### src/rtl/alu_arbiter_if.sv
// Request/response bundle between two ALU requesters and the shared-ALU arbiter.
// Transfers use valid/ready: a beat moves on a rising edge where both are high.
interface alu_arbiter_if;
    logic        i_req0_valid;
    logic        i_req1_valid;
    logic [31:0] i_req0_operandA;
    logic [31:0] i_req1_operandA;
    logic [31:0] i_req0_operandB;
    logic [31:0] i_req1_operandB;
    logic [3:0]  i_req0_aluOp;
    logic [3:0]  i_req1_aluOp;
    logic        o_req0_ready;
    logic        o_req1_ready;
    logic        o_rsp0_valid;
    logic        o_rsp1_valid;
    logic [31:0] o_rsp0_data;
    logic [31:0] o_rsp1_data;
    logic        i_rsp0_ready;
    logic        i_rsp1_ready;
    logic [7:0]  o_grant0_cnt;
    logic [7:0]  o_grant1_cnt;

    modport master (
        output i_req0_valid, i_req1_valid, i_req0_operandA, i_req1_operandA,
               i_req0_operandB, i_req1_operandB, i_req0_aluOp, i_req1_aluOp,
               i_rsp0_ready, i_rsp1_ready,
        input  o_req0_ready, o_req1_ready, o_rsp0_valid, o_rsp1_valid,
               o_rsp0_data, o_rsp1_data, o_grant0_cnt, o_grant1_cnt
    );

    modport slave (
        input  i_req0_valid, i_req1_valid, i_req0_operandA, i_req1_operandA,
               i_req0_operandB, i_req1_operandB, i_req0_aluOp, i_req1_aluOp,
               i_rsp0_ready, i_rsp1_ready,
        output o_req0_ready, o_req1_ready, o_rsp0_valid, o_rsp1_valid,
               o_rsp0_data, o_rsp1_data, o_grant0_cnt, o_grant1_cnt
    );
endinterface

### src/rtl/alu_arbiter.sv
// Two requesters share one combinational ALU; round-robin grant with a one-deep
// result slot per requester, plus per-requester accepted-transfer counters.
module alu (
    input  logic [31:0] a,
    input  logic [31:0] b,
    input  logic [3:0]  op,
    output logic [31:0] y
);
    // Encoding: 0 ADD, 1 SUB, 2 AND, 3 OR, 4 XOR, 5 SLL, 6 SRL, 7 SRA,
    // 8 SLT, 9 SLTU; unused codes return zero.
    always_comb begin
        y = 32'd0;
        case (op)
            4'd0: y = a + b;
            4'd1: y = a - b;
            4'd2: y = a & b;
            4'd3: y = a | b;
            4'd4: y = a ^ b;
            4'd5: y = a << b[4:0];
            4'd6: y = a >> b[4:0];
            4'd7: y = $signed(a) >>> b[4:0];
            4'd8: y = {31'd0, $signed(a) < $signed(b)};
            4'd9: y = {31'd0, a < b};
            default: y = 32'd0;
        endcase
    end
endmodule

module alu_arbiter (
    input  logic         i_clk,
    input  logic         i_reset,
    alu_arbiter_if.slave bus
);
    logic        ptr_q, ptr_d;
    logic        rsp0_valid_q, rsp0_valid_d;
    logic        rsp1_valid_q, rsp1_valid_d;
    logic [31:0] rsp0_data_q, rsp0_data_d;
    logic [31:0] rsp1_data_q, rsp1_data_d;
    logic [7:0]  grant0_cnt_q, grant0_cnt_d;
    logic [7:0]  grant1_cnt_q, grant1_cnt_d;

    logic        elig0, elig1, grant0, grant1;
    logic [31:0] alu_a, alu_b, alu_y;
    logic [3:0]  alu_op;

    // A slot counts as free when it is empty or being drained this same cycle.
    always_comb begin
        elig0  = bus.i_req0_valid && (!rsp0_valid_q || bus.i_rsp0_ready);
        elig1  = bus.i_req1_valid && (!rsp1_valid_q || bus.i_rsp1_ready);
        grant0 = i_reset && elig0 && (!elig1 || !ptr_q);
        grant1 = i_reset && elig1 && (!elig0 || ptr_q);
    end

    always_comb begin
        alu_a  = grant1 ? bus.i_req1_operandA : bus.i_req0_operandA;
        alu_b  = grant1 ? bus.i_req1_operandB : bus.i_req0_operandB;
        alu_op = grant1 ? bus.i_req1_aluOp    : bus.i_req0_aluOp;
    end

    alu u_alu (
        .a  (alu_a),
        .b  (alu_b),
        .op (alu_op),
        .y  (alu_y)
    );

    always_comb begin
        ptr_d        = ptr_q;
        rsp0_valid_d = rsp0_valid_q;
        rsp1_valid_d = rsp1_valid_q;
        rsp0_data_d  = rsp0_data_q;
        rsp1_data_d  = rsp1_data_q;
        grant0_cnt_d = grant0_cnt_q;
        grant1_cnt_d = grant1_cnt_q;
        if (grant0) ptr_d = 1'b1;
        if (grant1) ptr_d = 1'b0;
        // A new result overrides a drain, so back-to-back results have no bubble.
        if (grant0) begin
            rsp0_valid_d = 1'b1;
            rsp0_data_d  = alu_y;
            grant0_cnt_d = grant0_cnt_q + 8'd1;
        end else if (bus.i_rsp0_ready) begin
            rsp0_valid_d = 1'b0;
        end
        if (grant1) begin
            rsp1_valid_d = 1'b1;
            rsp1_data_d  = alu_y;
            grant1_cnt_d = grant1_cnt_q + 8'd1;
        end else if (bus.i_rsp1_ready) begin
            rsp1_valid_d = 1'b0;
        end
    end

    always_ff @(posedge i_clk or negedge i_reset) begin
        if (!i_reset) begin
            ptr_q        <= 1'b0;
            rsp0_valid_q <= 1'b0;
            rsp1_valid_q <= 1'b0;
            rsp0_data_q  <= 32'd0;
            rsp1_data_q  <= 32'd0;
            grant0_cnt_q <= 8'd0;
            grant1_cnt_q <= 8'd0;
        end else begin
            ptr_q        <= ptr_d;
            rsp0_valid_q <= rsp0_valid_d;
            rsp1_valid_q <= rsp1_valid_d;
            rsp0_data_q  <= rsp0_data_d;
            rsp1_data_q  <= rsp1_data_d;
            grant0_cnt_q <= grant0_cnt_d;
            grant1_cnt_q <= grant1_cnt_d;
        end
    end

    assign bus.o_req0_ready = grant0;
    assign bus.o_req1_ready = grant1;
    assign bus.o_rsp0_valid = rsp0_valid_q;
    assign bus.o_rsp1_valid = rsp1_valid_q;
    assign bus.o_rsp0_data  = rsp0_data_q;
    assign bus.o_rsp1_data  = rsp1_data_q;
    assign bus.o_grant0_cnt = grant0_cnt_q;
    assign bus.o_grant1_cnt = grant1_cnt_q;
endmodule

### src/flat_wrapper.sv
// flat-port wrapper written by rule: the top's interface ports become plain ports
module alu_arbiter_flat 
  (i_clk, i_reset, bus_i_req0_valid, bus_i_req1_valid, bus_i_req0_operandA, bus_i_req1_operandA, bus_i_req0_operandB, bus_i_req1_operandB, bus_i_req0_aluOp, bus_i_req1_aluOp, bus_i_rsp0_ready, bus_i_rsp1_ready, bus_o_req0_ready, bus_o_req1_ready, bus_o_rsp0_valid, bus_o_rsp1_valid, bus_o_rsp0_data, bus_o_rsp1_data, bus_o_grant0_cnt, bus_o_grant1_cnt);
  alu_arbiter_if bus_i ();
  input  logic i_clk;
  input  logic i_reset;
  input wire logic [$bits(bus_i.i_req0_valid)-1:0] bus_i_req0_valid;
  input wire logic [$bits(bus_i.i_req1_valid)-1:0] bus_i_req1_valid;
  input wire logic [$bits(bus_i.i_req0_operandA)-1:0] bus_i_req0_operandA;
  input wire logic [$bits(bus_i.i_req1_operandA)-1:0] bus_i_req1_operandA;
  input wire logic [$bits(bus_i.i_req0_operandB)-1:0] bus_i_req0_operandB;
  input wire logic [$bits(bus_i.i_req1_operandB)-1:0] bus_i_req1_operandB;
  input wire logic [$bits(bus_i.i_req0_aluOp)-1:0] bus_i_req0_aluOp;
  input wire logic [$bits(bus_i.i_req1_aluOp)-1:0] bus_i_req1_aluOp;
  input wire logic [$bits(bus_i.i_rsp0_ready)-1:0] bus_i_rsp0_ready;
  input wire logic [$bits(bus_i.i_rsp1_ready)-1:0] bus_i_rsp1_ready;
  output wire logic [$bits(bus_i.o_req0_ready)-1:0] bus_o_req0_ready;
  output wire logic [$bits(bus_i.o_req1_ready)-1:0] bus_o_req1_ready;
  output wire logic [$bits(bus_i.o_rsp0_valid)-1:0] bus_o_rsp0_valid;
  output wire logic [$bits(bus_i.o_rsp1_valid)-1:0] bus_o_rsp1_valid;
  output wire logic [$bits(bus_i.o_rsp0_data)-1:0] bus_o_rsp0_data;
  output wire logic [$bits(bus_i.o_rsp1_data)-1:0] bus_o_rsp1_data;
  output wire logic [$bits(bus_i.o_grant0_cnt)-1:0] bus_o_grant0_cnt;
  output wire logic [$bits(bus_i.o_grant1_cnt)-1:0] bus_o_grant1_cnt;
  assign bus_i.i_req0_valid = bus_i_req0_valid;
  assign bus_i.i_req1_valid = bus_i_req1_valid;
  assign bus_i.i_req0_operandA = bus_i_req0_operandA;
  assign bus_i.i_req1_operandA = bus_i_req1_operandA;
  assign bus_i.i_req0_operandB = bus_i_req0_operandB;
  assign bus_i.i_req1_operandB = bus_i_req1_operandB;
  assign bus_i.i_req0_aluOp = bus_i_req0_aluOp;
  assign bus_i.i_req1_aluOp = bus_i_req1_aluOp;
  assign bus_i.i_rsp0_ready = bus_i_rsp0_ready;
  assign bus_i.i_rsp1_ready = bus_i_rsp1_ready;
  assign bus_o_req0_ready = bus_i.o_req0_ready;
  assign bus_o_req1_ready = bus_i.o_req1_ready;
  assign bus_o_rsp0_valid = bus_i.o_rsp0_valid;
  assign bus_o_rsp1_valid = bus_i.o_rsp1_valid;
  assign bus_o_rsp0_data = bus_i.o_rsp0_data;
  assign bus_o_rsp1_data = bus_i.o_rsp1_data;
  assign bus_o_grant0_cnt = bus_i.o_grant0_cnt;
  assign bus_o_grant1_cnt = bus_i.o_grant1_cnt;
  alu_arbiter u_core (.i_clk(i_clk), .i_reset(i_reset), .bus(bus_i));
endmodule
### config.mk
export PLATFORM = sky130hd
export DESIGN_NAME = alu_arbiter_flat
export DESIGN_NICKNAME = d
export VERILOG_FILES = /design/src/rtl/alu_arbiter_if.sv /design/src/rtl/alu_arbiter.sv /design/src/flat_wrapper.sv
export SDC_FILE = /design/constraint.sdc
export NUM_CORES = 1
export LEC_CHECK = 0
export CAP_MARGIN = 0
export CORE_ASPECT_RATIO = 2
export CORE_MARGIN = 10
export CORE_UTILIZATION = 51
export CTS_BUF_LIST = sky130_fd_sc_hd__clkbuf_4 sky130_fd_sc_hd__clkbuf_8
export DETAILED_ROUTE_END_ITERATION = 8
export HOLD_SLACK_MARGIN = 0.12
export PLACE_DENSITY = 0.83
export SYNTH_ARGS = -nofsm -noshare
export SYNTH_HDL_FRONTEND = slang
export SYNTH_HIERARCHICAL = 1
export SYNTH_SLANG_ARGS = --single-unit
export TNS_END_PERCENT = 50
### constraint.sdc
create_clock -name i_clk -period 5.2 [get_ports i_clk]
set_input_delay 0.52 -clock i_clk [delete_from_list [all_inputs] [get_ports i_clk]]
set_output_delay 0.52 -clock i_clk [all_outputs]
set_load 0.02 [all_outputs]
==> qor.csv <==
stage,metric,value,unit
run_status,status,"finished, final reports clean",
floorplan,row_count,81,
cts,htreeDepth,3,
cts,clock_latency,0.39,ns
sta,fin_ws,0.156,ns
final_layout,fin_area,0.0170,mm²
floorplan,design.core.area,0.0245,mm²
setup_path,critical_path_arrival,5.32,ns
logic_synthesis,synth-edff-count,0,
drt,drtIter0Drc,1310,
final_layout,nNetsFinal,2221,
placement,place_congestion,1.11,
floorplan,dieWidth,131,µm
placement,post-dp-hpwl,50.3,mm
sta,worstMarginPinSlew,0.843,ns
setup_path,critPathCaptureType,flip-flop,
hold_path,hp-class,reg -> reg,
logic_synthesis,synth_warnings,6,
cts,cts_tree,built,
logic_synthesis,synth_cell_types,80,
placement,portBuffers,225,
drt,wl,60.8,mm
sta,slew_headroom,43.8,%
logic_synthesis,ys_seq_area_share,16.4,%
setup_path,startpoint_type,primary input,
drt,drc,0,
sta,hold_viol_final,0,
floorplan,pin_count,226,
cts,clk_pin_slew,0.09,ns
drt,dr.pass1.iters,6,
drt,drt-met1-wl,19.6,mm
grt,grt_pass1_wl,90.9,mm
final_layout,drive_above_1_share,23.4,%
grt,antenna_found_initial,1,
cts,clockBufferDepth,2,
sta,clock_skew,0.0209,ns
floorplan,dieArea,0.0319,mm²
final_layout,fillCellCount,2087,
job,maxCapViolations,0,
final_layout,antennaDiodeCount,0,
logic_synthesis,avgSynthCellArea,7.92,µm²
placement,dpl.cell_count,2297,
logic_synthesis,synthCells,1600,
placement,post-place-ws,-0.304,ns
drt,wl_per_cell,26.3,µm
logic_synthesis,yosysTopAreaCellShare,16.4,%
setup_path,critPathMaxFanout,15,
grt,grt_overflow_total,0,
drt,antenna_left,0,
final_layout,area.growth.synth_to_final,34.1,%
logic_synthesis,synth_top_area_cell,dfrtp_1,
final_layout,final_core_util,69.3,%
floorplan,die_h,243,µm
drt,top_layer_used,met5,
sta,rsz0062_at_grt,no,
grt,grt_pass1_vias,15400,
drt,vias,15000,
sta,drv_slew,0,
placement,post_dp_cell_area,0.0168,mm²
logic_synthesis,netlist_area,0.0127,mm²
logic_synthesis,synth_nets,1844,
power,finalPower,4.91,mW
sta,whs,0.476,ns
logic_synthesis,synthTopCellsByArea,"dfrtp_1, mux2_2, ha_1, mux4_2, nand2_1",
sta,tns,0,ns
setup_path,worstPathRequired,5.48,ns
cts,cts.sinks,83,
setup_path,crit_type,in -> reg,
sta,finalSetupViolCount,0,
grt,grt_start_max_net_pins,71,
drt,wl_met2,30.2,mm
cts,cts_buffers,9,
sta,period_needed,5.04,ns
drt,met3_length,4.69,mm
power,leakage,7.63,nW
logic_synthesis,async_reset_ff_share,100,%
cts,postCtsSetupBuffers,0,
final_layout,fin_cells,2314,
logic_synthesis,synth-main-ff-cell,dfrtp_1,
cts,cts_root_buffer,clkbuf_8,
power,ir_drop,0.150,mV
drt,vias_per_cell,6.46,
sta,fmax,198,MHz
floorplan,initial_core_util,51.7,%
power,p_per_area,289,mW/mm²
logic_synthesis,synth-seq-cells,83,
grt,gr-usage-all-layers,36.4,%
sta,finalCritPeriodShare,97.0,%
-- area by class of cell --
| cell class | count | area [µm²] | area share, % |
|---|---|---|---|
| inverters | 98 | 368 | 2.16 |
| clock buffers | 9 | 124 | 0.729 |
| multi-input cells | 1295 | 9630 | 56.7 |
| repair buffers | 490 | 4300 | 25.3 |
| flip-flops and latches | 83 | 2080 | 12.2 |
| clock inverters | 7 | 68.8 | 0.405 |
| well taps | 332 | 415 | 2.44 |
-- final timing paths --
check                                                       startpoint                                endpoint  slack [ns]  depth (start not counted)
worst max-delay path                                  bus_i_req1_valid  u_core/bus.o_rsp1_data[27]$_DFFE_PN0P_        0.16                         19
worst min-delay path            u_core/bus.o_rsp0_data[17]$_DFFE_PN0P_  u_core/bus.o_rsp0_data[17]$_DFFE_PN0P_        0.48                          2
worst max register to register     u_core/bus.o_rsp1_valid$_DFFE_PN0P_  u_core/bus.o_rsp1_data[27]$_DFFE_PN0P_        0.37                         18
worst min register to register  u_core/bus.o_rsp0_data[17]$_DFFE_PN0P_  u_core/bus.o_rsp0_data[17]$_DFFE_PN0P_        0.48                          2
max in group asynchronous                                      i_reset   u_core/bus.o_rsp0_data[7]$_DFFE_PN0P_        3.48                          4
min in group asynchronous                                      i_reset  u_core/bus.o_grant1_cnt[4]$_DFFE_PN0P_        0.62                          3
-- power breakdown --
group	total [mW]	switching (mW)	internal (mW)	leakage, nW
Sequential	1.05	0.174	0.872	1.05
Clock	0.457	0.271	0.185	0.0915
Combinational	3.40	1.89	1.52	6.49
-- flip-flops by register name, summed over array words and instances, names as in the netlist --
| name | count |
|---|---|
| u_core/bus.o_grant0_cnt | 8 |
| u_core/bus.o_rsp1_data | 32 |
| u_core/bus.o_grant1_cnt | 8 |
| u_core/ptr_q | 1 |
| u_core/bus.o_rsp0_valid | 1 |
| u_core/bus.o_rsp1_valid | 1 |
| u_core/bus.o_rsp0_data | 32 |
-- logic make-up after synthesis --
logic type	Yosys count	share of synthesized area, %
compound gates	454	24.3
buf+inv	222	7.88
xor+xnor	16	1.11
fa+ha+maj	102	10.2
simple gates	522	18.0
mux	201	22.2
flops	83	16.4
-- layer usage --
layer | vias to the layer above | track usage [%]
li1 | 6614 | -
met1 | 7062 | 35.5
met2 | 950 | 64.4
met3 | 330 | 6.52
met4 | 2 | 32.2
met5 | - | 0
-- cells in the mapped netlist (all sizes together) (7+ instances only) --
| cell type | number |
|---|---|
| a211o | 9 |
| a211oi | 17 |
| a21o | 21 |
| a21oi | 104 |
| a221o | 7 |
| a221oi | 27 |
| a22oi | 9 |
| a31oi | 16 |
| and2 | 11 |
| buf | 59 |
| clkbuf | 65 |
| dfrtp | 83 |
| ha | 100 |
| inv | 96 |
| mux2 | 114 |
| mux2i | 38 |
| mux4 | 49 |
| nand2 | 235 |
| nand2b | 15 |
| nand3 | 27 |
| nand4 | 14 |
| nor2 | 148 |
| nor2b | 10 |
| nor3 | 25 |
| nor4 | 11 |
| o2111ai | 10 |
| o211ai | 36 |
| o21ai | 98 |
| o21bai | 10 |
| o221ai | 19 |
| o22ai | 13 |
| o31ai | 9 |
| or2 | 7 |
| or3 | 7 |
| xnor2 | 12 |
-- critical path: stages --
cell and delay [ns]:
clkdlybuf4s50_1 0.48, nand2_1 0.10, a311oi_4 0.43, buf_12 0.22
mux2_2 0.37, inv_1 0.09, ha_1 0.24, a2111oi_0 0.50
o21ai_1 0.23, a41oi_2 0.32, o41ai_1 0.11, buf_4 0.16
a31oi_1 0.28, buf_4 0.17, nor2_1 0.06, a2111oi_4 0.42
mux2i_1 0.12, o2bb2ai_1 0.15, mux2_2 0.28
-- repair_timing --
item	CTS	global route
gates resized for setup	0	3
hold buffers	1	0
hold endpoints to repair	14	0
setup endpoints to repair	0	2
-- cells in the final DEF (no fill, tap or decap), drive strengths merged, types with 13 or more instances in the layout --
master / synthesis / routed
nand2: 235 / 235
mux4: 49 / 49
buf: 59 / 265
a21oi: 104 / 104
a211oi: 17 / 17
nor3: 25 / 25
a21o: 21 / 21
o22ai: 13 / 13
o221ai: 19 / 19
nor2: 148 / 148
nand2b: 15 / 15
mux2: 114 / 114
nand4: 14 / 14
o211ai: 36 / 36
a31oi: 16 / 16
inv: 96 / 100
dfrtp: 83 / 83
nand3: 27 / 27
o21ai: 98 / 98
mux2i: 38 / 38
clkdlybuf4s50: 0 / 224
ha: 100 / 100
a221oi: 27 / 27
No activity file was read; power rests on OpenSTA's default activity.
